$ cat src/rtl/alu_result_stage.sv
// alu_result_stage
// Registered result/writeback stage behind the shifter, the ALU and the
// sequential multiplier. It takes one decoded operation per handshake,
// selects its 32-bit result, and runs the MULTU start/wait/capture sequence
// that fills the HI/LO pair.
//
// Handshake: an operation is taken on a rising edge only when in_valid and
// in_ready are both high at that edge. in_ready depends only on state and
// reset, never on in_valid. Outputs carry no ready. out_valid is a one-cycle
// pulse that marks a dataOut update, and dataOut holds between updates.
module alu_result_stage #(
    parameter int MUL_TIMEOUT = 40,
    parameter int CNT_W       = 6
) (
    input  logic        clk,
    input  logic        reset,
    input  logic [5:0]  Signal,
    input  logic        in_valid,
    output logic        in_ready,
    input  logic [31:0] alu_result,
    input  logic [31:0] shift_result,
    input  logic [63:0] mul_product,
    input  logic        mul_done,
    output logic        mul_start,
    output logic [31:0] dataOut,
    output logic        out_valid,
    output logic        mul_err,
    output logic        o_dbg_state
);

    localparam logic [5:0] F_ADD   = 6'b100000;
    localparam logic [5:0] F_SUB   = 6'b100010;
    localparam logic [5:0] F_AND   = 6'b100100;
    localparam logic [5:0] F_OR    = 6'b100101;
    localparam logic [5:0] F_SLT   = 6'b101010;
    localparam logic [5:0] F_SRL   = 6'b000010;
    localparam logic [5:0] F_MULTU = 6'b011001;
    localparam logic [5:0] F_MFHI  = 6'b010000;
    localparam logic [5:0] F_MFLO  = 6'b010010;

    // Counter value on the final allowed MUL_WAIT cycle.
    localparam logic [CNT_W-1:0] CNT_LAST = CNT_W'(MUL_TIMEOUT - 1);

    typedef enum logic {
        ST_IDLE     = 1'b0,
        ST_MUL_WAIT = 1'b1
    } state_t;

    state_t            r_state;
    state_t            w_state_next;
    logic [CNT_W-1:0]  r_count;
    logic [31:0]       r_hi;
    logic [31:0]       r_lo;
    logic [31:0]       r_data;
    logic              r_out_valid;
    logic              r_mul_start;
    logic              r_mul_err;

    logic              w_accept;
    logic              w_is_multu;
    logic [31:0]       w_sel_data;
    logic              w_timeout;
    logic              w_capture;

    assign in_ready    = (r_state == ST_IDLE) && !reset;
    assign w_accept    = in_valid && in_ready;
    assign w_is_multu  = (Signal == F_MULTU);

    // A done pulse always wins over the timeout on the same cycle.
    assign w_capture   = (r_state == ST_MUL_WAIT) && mul_done;
    assign w_timeout   = (r_state == ST_MUL_WAIT) && !mul_done && (r_count == CNT_LAST);

    assign dataOut     = r_data;
    assign out_valid   = r_out_valid;
    assign mul_start   = r_mul_start;
    assign mul_err     = r_mul_err;
    assign o_dbg_state = (r_state == ST_MUL_WAIT);

    // Result select for the offered funct code. Unknown codes give zero.
    always_comb begin
        w_sel_data = 32'h0;
        case (Signal)
            F_ADD, F_SUB, F_AND, F_OR, F_SLT: w_sel_data = alu_result;
            F_SRL:                            w_sel_data = shift_result;
            F_MFHI:                           w_sel_data = r_hi;
            F_MFLO:                           w_sel_data = r_lo;
            default:                          w_sel_data = 32'h0;
        endcase
    end

    // State register.
    always_ff @(posedge clk) begin
        if (reset) begin
            r_state <= ST_IDLE;
        end else begin
            r_state <= w_state_next;
        end
    end

    // Next-state logic: enter MUL_WAIT on MULTU, leave it on done or timeout.
    always_comb begin
        w_state_next = r_state;
        case (r_state)
            ST_IDLE: begin
                if (w_accept && w_is_multu) begin
                    w_state_next = ST_MUL_WAIT;
                end
            end
            ST_MUL_WAIT: begin
                if (w_capture || w_timeout) begin
                    w_state_next = ST_IDLE;
                end
            end
            default: w_state_next = ST_IDLE;
        endcase
    end

    // Wait counter: cleared on MULTU accept, counts every cycle in MUL_WAIT.
    always_ff @(posedge clk) begin
        if (reset) begin
            r_count <= '0;
        end else if (w_accept && w_is_multu) begin
            r_count <= '0;
        end else if (r_state == ST_MUL_WAIT) begin
            r_count <= r_count + 1'b1;
        end
    end

    // HI/LO capture. It happens only on a done pulse while waiting, so a stray done in IDLE is ignored.
    always_ff @(posedge clk) begin
        if (reset) begin
            r_hi <= 32'h0;
            r_lo <= 32'h0;
        end else if (w_capture) begin
            r_hi <= mul_product[63:32];
            r_lo <= mul_product[31:0];
        end
    end

    // Multiplier start pulse and sticky timeout flag.
    always_ff @(posedge clk) begin
        if (reset) begin
            r_mul_start <= 1'b0;
            r_mul_err   <= 1'b0;
        end else begin
            r_mul_start <= w_accept && w_is_multu;
            if (w_accept && w_is_multu) begin
                r_mul_err <= 1'b0;
            end else if (w_timeout) begin
                r_mul_err <= 1'b1;
            end
        end
    end

    // Registered writeback. Every accepted op except MULTU produces a result.
    always_ff @(posedge clk) begin
        if (reset) begin
            r_data      <= 32'h0;
            r_out_valid <= 1'b0;
        end else begin
            r_out_valid <= w_accept && !w_is_multu;
            if (w_accept && !w_is_multu) begin
                r_data <= w_sel_data;
            end
        end
    end

endmodule
$ cat config.mk
export PLATFORM = sky130hd
export DESIGN_NAME = alu_result_stage
export DESIGN_NICKNAME = d
export VERILOG_FILES = /design/src/rtl/alu_result_stage.sv
export SDC_FILE = /design/constraint.sdc
export NUM_CORES = 1
export LEC_CHECK = 0
export BUFFER_PORTS_ARGS = -buffer_cell sky130_fd_sc_hd__buf_2
export CAP_MARGIN = 15
export CORE_MARGIN = 2
export CORE_UTILIZATION = 40
export DETAILED_ROUTE_END_ITERATION = 16
export PLACE_DENSITY = 0.64
export SLEW_MARGIN = 5
export SYNTH_ARGS = -nofsm -noshare
export SYNTH_HDL_FRONTEND = slang
export SYNTH_SLANG_ARGS = --single-unit
$ cat constraint.sdc
create_clock -name clk -period 1.83 [get_ports clk]
set_clock_uncertainty 0.2 [all_clocks]
set_input_delay 0.0915 -clock clk [delete_from_list [all_inputs] [get_ports clk]]
set_output_delay 0.0915 -clock clk [all_outputs]
set_load 0.02 [all_outputs]
# Word level (Yosys, flattened, before mapping)
# Cells that the tools add are included.
# Widths: inputs -> output; s select.
[totals] regBits=106 input_bits=138
[op_classes] n_addsub=1 n_eq_ne=10 muxes=4 n_bitwise=1 n_reduce_logical=13
[ops] op="$pmux 32 s4" count=1
[ops] op="$eq 6x6->1 const B" count=6
[ops] op="$eq 6x5->1 const B" count=3
[ops] op="$logic_and 1x1->1" count=7
[ops] op="$add 6x1->6 const B" count=1
[ops] op="$eq 6x2->1 const B" count=1
[ops] op="$reduce_or 5->1" count=1
[ops] op="$logic_not 1->1" count=3
[ops] op="$mux 1" count=2
[ops] op="$pmux 1 s2" count=1
[ops] op="$reduce_or 2->1" count=1
[ops] op="$logic_or 1x1->1" count=1
[ops] op="$not 1->1" count=1

# Depth between registers and ports, before layout
[depth] word_depth=6 depth_mapped=7

# Least setup slack after synthesis
# No wires, ideal clock.
[synth_path] kind="reg-to-reg" startpoint="register r_state (netlist: o_dbg_state)" endpoint="register r_data[19] (netlist: dataOut[19])" t_arrival_ps=1639 t_required_ps=1539 path_slack_ps=-100 stages_incl_launch_ff=7 n_path_buf=2 synth_period_minus_slack_ps=1930 path_cell_list="dfxtp_1 clkbuf_1 nor3b_2 o21a_1 buf_2 a31oi_1 a311oi_1"
[synth_between] elab_chain_len=4
[synth_lines] item="start, declared" line="49" source="state_t r_state;"
[synth_lines] item="start signal, assigned" line="96" source="r_state <= w_state_next;"
[synth_lines] item="$not 1->1"
[synth_lines] item="$logic_and 1x1->1" line="65" source="assign in_ready = (r_state == ST_IDLE) && !reset;"
[synth_lines] item="$logic_and 1x1->1" line="66" source="assign w_accept = in_valid && in_ready;"
[synth_lines] item="$logic_and 1x1->1" line="162" source="if (w_accept && !w_is_multu) begin"
[synth_lines] item="end signal, assigned" line="163" source="r_data <= w_sel_data;"
[synth_lines] item="end, declared" line="54" source="logic [31:0] r_data;"
# Every way passes these cells.
# A chain may end at the register's enable or synchronous reset.

# Worst setup path after layout
[layout_path] startpoint="register r_state (netlist: o_dbg_state)" endpoint="register r_data[11] (netlist: dataOut[11])"
# Same word-level chain as after synthesis.

==> out/metrics.csv <==
stage,metric,value,unit
worst_setup_path,path_cells,nor3b_4 > o21a_1 > buf_8 > a31oi_1 > a211oi_1,
final_layout,drive_above_1_share,0.262,
global_route,grt_max_degree,65,
yosys,synth_area,0.00519,mm²
sta,drv_slew,0,
worst_setup_path,cpMaxStageDelayCell,nor3b_4,
placed_design,dp.cells,975,
final_layout,areaGrowthSynthToFinish,55.1,%
floorplan,io_pins,175,
floorplan,fp.dieH,118,µm
sta,hold_violations,0,
final_layout,nets,1077,
detailed_routing,vias,6461,
yosys,synth_adder_area_share,0.00241,
yosys,ys_top_cells_by_count,"nand2_1, dfxtp_1, a21oi_1, a31oi_1, clkbuf_1",
yosys,synth-edff-count,0,
detailed_routing,wl_per_cell,18.4,µm
yosys,synth-main-ff-cell,dfxtp_1,
hold_path,holdPathEnd,dataOut[15]$_SDFFE_PP0P_,
yosys,ys_ff_latch,106,
clock_network,cts_tree,built,
sta,fin_crit_sh,0.982,
final_layout,multi_input_area,0.00270,mm²
sta,worst_pin_slew,0.630,ns
yosys,synth.most_common_cell,nand2_1,
sta,slew_headroom,0.580,
sta,finalCriticalPeriod,1.80,ns
floorplan,die_area,0.0139,mm²
worst_setup_path,r2r_start,o_dbg_state$_SDFF_PP0_,
clock_network,cts_made_buffers,9,
global_route,grt_usage,0.286,
detailed_routing,remaining_drc_errors,0,
yosys,ys_warn_count,0,
worst_setup_path,required,1.88,ns
clock_network,htreeDepth,3,
clock_network,root_buffer,clkbuf_16,
worst_setup_path,r2r-end,dataOut[11]$_SDFFE_PP0P_,
pwr,ir_drop,411,µV
worst_setup_path,critPathMaxStageDelay,0.36,ns
worst_setup_path,crit_type,reg -> reg,
sta,tns,0,ns
yosys,synth_top_family_by_area,compound AO/OA/AOI/OAI gates,
pwr,power_density,637,mW/mm²
worst_setup_path,cp_max_fo,23,
sta,max_clock_freq,0.556,GHz
yosys,synth-simple-area-share,0.205,
floorplan,core,0.0127,mm²
yosys,synth.net_count,794,
worst_setup_path,crit_arrival,1.85,ns
yosys,synth_area_leaders,"dfxtp_1, nand2_1, a31oi_1",
final_layout,fillers,1097,
sta,setup_viol,0,
placed_design,io_buffers,174,
yosys,synthArstFlopShare,0,
worst_setup_path,worst_setup_path_start_kind,flop,
global_route,grt-ovfl-total,0,
yosys,syn_inst,655,
yosys,synth_top_area_cell,dfxtp_1,
yosys,synth_mux_area_frac,0.00410,
global_route,grt_pass1_wl,32.2,mm
global_route,grt_pass1_vias,6103,
global_route,antenna_found_initial,3,
worst_setup_path,r2r_cells,5,
sta,fin_hold_ws,0.0425,ns
hold_path,hp-class,in -> reg,
pwr,leakage,0.00292,µW
floorplan,row_count,41,
hold_path,hold_start,alu_result[15],
yosys,synth_compound_area_frac,0.292,
yosys,synth-xor-area-share,0.00843,
final_layout,seq_area,0.00212,mm²
yosys,avgSynthCellArea,7.93,µm²
detailed_routing,drt_iter0_drc,882,
detailed_routing,drt_wl_total,20.5,mm
worst_setup_path,crit_path_end_kind,flop,
worst_setup_path,ff2ff_setup_slack,0.03,ns
placed_design,hpwl,12.6,mm
detailed_routing,ant_nets,0,
clock_network,clock_latency,0.34,ns
floorplan,start_util,0.410,
detailed_routing,dr.pass1.iters,7,
clock_network,clk_pin_slew,0.07,ns
yosys,ys_types,39,
outcome,status,"complete, no violations",
sta,rsz0062_at_grt,true,
yosys,yosysTopAreaCellShare,0.409,
placed_design,place_congestion,0.915,
job,drv_cap,0,
final_layout,stdcell_count,1117,
clock_network,cts_buffer_depth,2,
yosys,yosysSeqAreaShare,0.409,
detailed_routing,vias_per_cell,5.78,
clock_network,clock-sinks,106,
floorplan,die_x,118,µm
hold_path,hold_depth,3,
## worst max-delay path, delay by kind of cell, from the launching register on
kind                   cells  cell delay [ns]
AO/OA/AOI/OAI              3             0.60
AND/OR/NAND/NOR            1             0.36
flip-flops                 1             0.34
buffers and inverters      1             0.20
## how the worst max path moves through the flow
stage | endpoint | startpoint | cells past startpoint
floorplan | dataOut[19]$_SDFFE_PP0P_ | o_dbg_state$_SDFF_PP0_ | 6
global placement | dataOut[31]$_SDFFE_PP0P_ | Signal[3] | 8
detailed placement | dataOut[31]$_SDFFE_PP0P_ | Signal[3] | 8
CTS | dataOut[3]$_SDFFE_PP0P_ | o_dbg_state$_SDFF_PP0_ | 5
global route | dataOut[15]$_SDFFE_PP0P_ | o_dbg_state$_SDFF_PP0_ | 5
finish | dataOut[11]$_SDFFE_PP0P_ | o_dbg_state$_SDFF_PP0_ | 5
## cell type report
class | count | area share
Multi-Input combinational cell | 447 | 0.336
Timing Repair Buffer | 341 | 0.319
Antenna cell | 3 | 0.000932
Clock inverter | 3 | 0.00575
Clock buffer | 12 | 0.0331
Inverter | 33 | 0.0154
Sequential cell | 106 | 0.263
Tap cell | 172 | 0.0267
## where the power goes
part,leakage (µW),switching (µW),internal [µW]
registers,0.000854,2.25,2310
logic,0.00192,357,414
clock network,0.000151,874,1170
total,0.00292,1230,3890
## cell usage in the layout (no fill, tap or decap), types with 11 or more instances in the layout
cell,netlist,layout
buf_2,14,173
nand2_1,145,144
dlygate4sd3_1,0,123
dfxtp_1,106,106
a21oi_1,66,66
a31oi_1,63,63
inv_1,33,33
buf_4,4,33
nand4b_1,32,32
o22ai_1,32,32
a222oi_1,20,20
a211oi_1,20,20
a22oi_1,12,12
a311oi_1,12,12
nor2_1,12,11
## kinds of logic after synthesis
group,Yosys count
flip-flops,106
buffers and inverters,102
multiplexers,2
adder cells (fa/ha/maj),1
XOR/XNOR,5
AND/OR/NAND/NOR,210
AO/OA/AOI/OAI,229
## repair_timing
action                     CTS  global route
gates resized for setup      0             4
setup buffers                0             1
setup endpoints to repair    0            17
hold buffers               123             0
hold endpoints to repair    97             0
## layer usage
| layer | global-route usage | wire, µm |
|---|---|---|
| met3 | 0.0489 | 1980 |
| met1 | 0.402 | 8430 |
| met2 | 0.430 | 9230 |
| met4 | 0.128 | 867 |
| met5 | 0 | 0 |
## sequential cells by signal (all words and copies together) (netlist names)
register,cells
mul_err,1
r_count,6
dataOut,32
o_dbg_state,1
mul_start,1
r_lo,32
out_valid,1
r_hi,32
## through the flow
stage	total power (µW)	instance area (µm²)	utilization	setup slack (ns)
floorplan	2590	5200	-	0.00170
global placement	2890	6480	0.512	-0.0657
detailed placement	2900	6480	0.512	-0.116
CTS	5120	8030	0.634	0.0478
global route	5280	8060	0.636	-0.0429
finish	5130	8060	0.636	0.0324
Power figures use the tool's default switching activity.
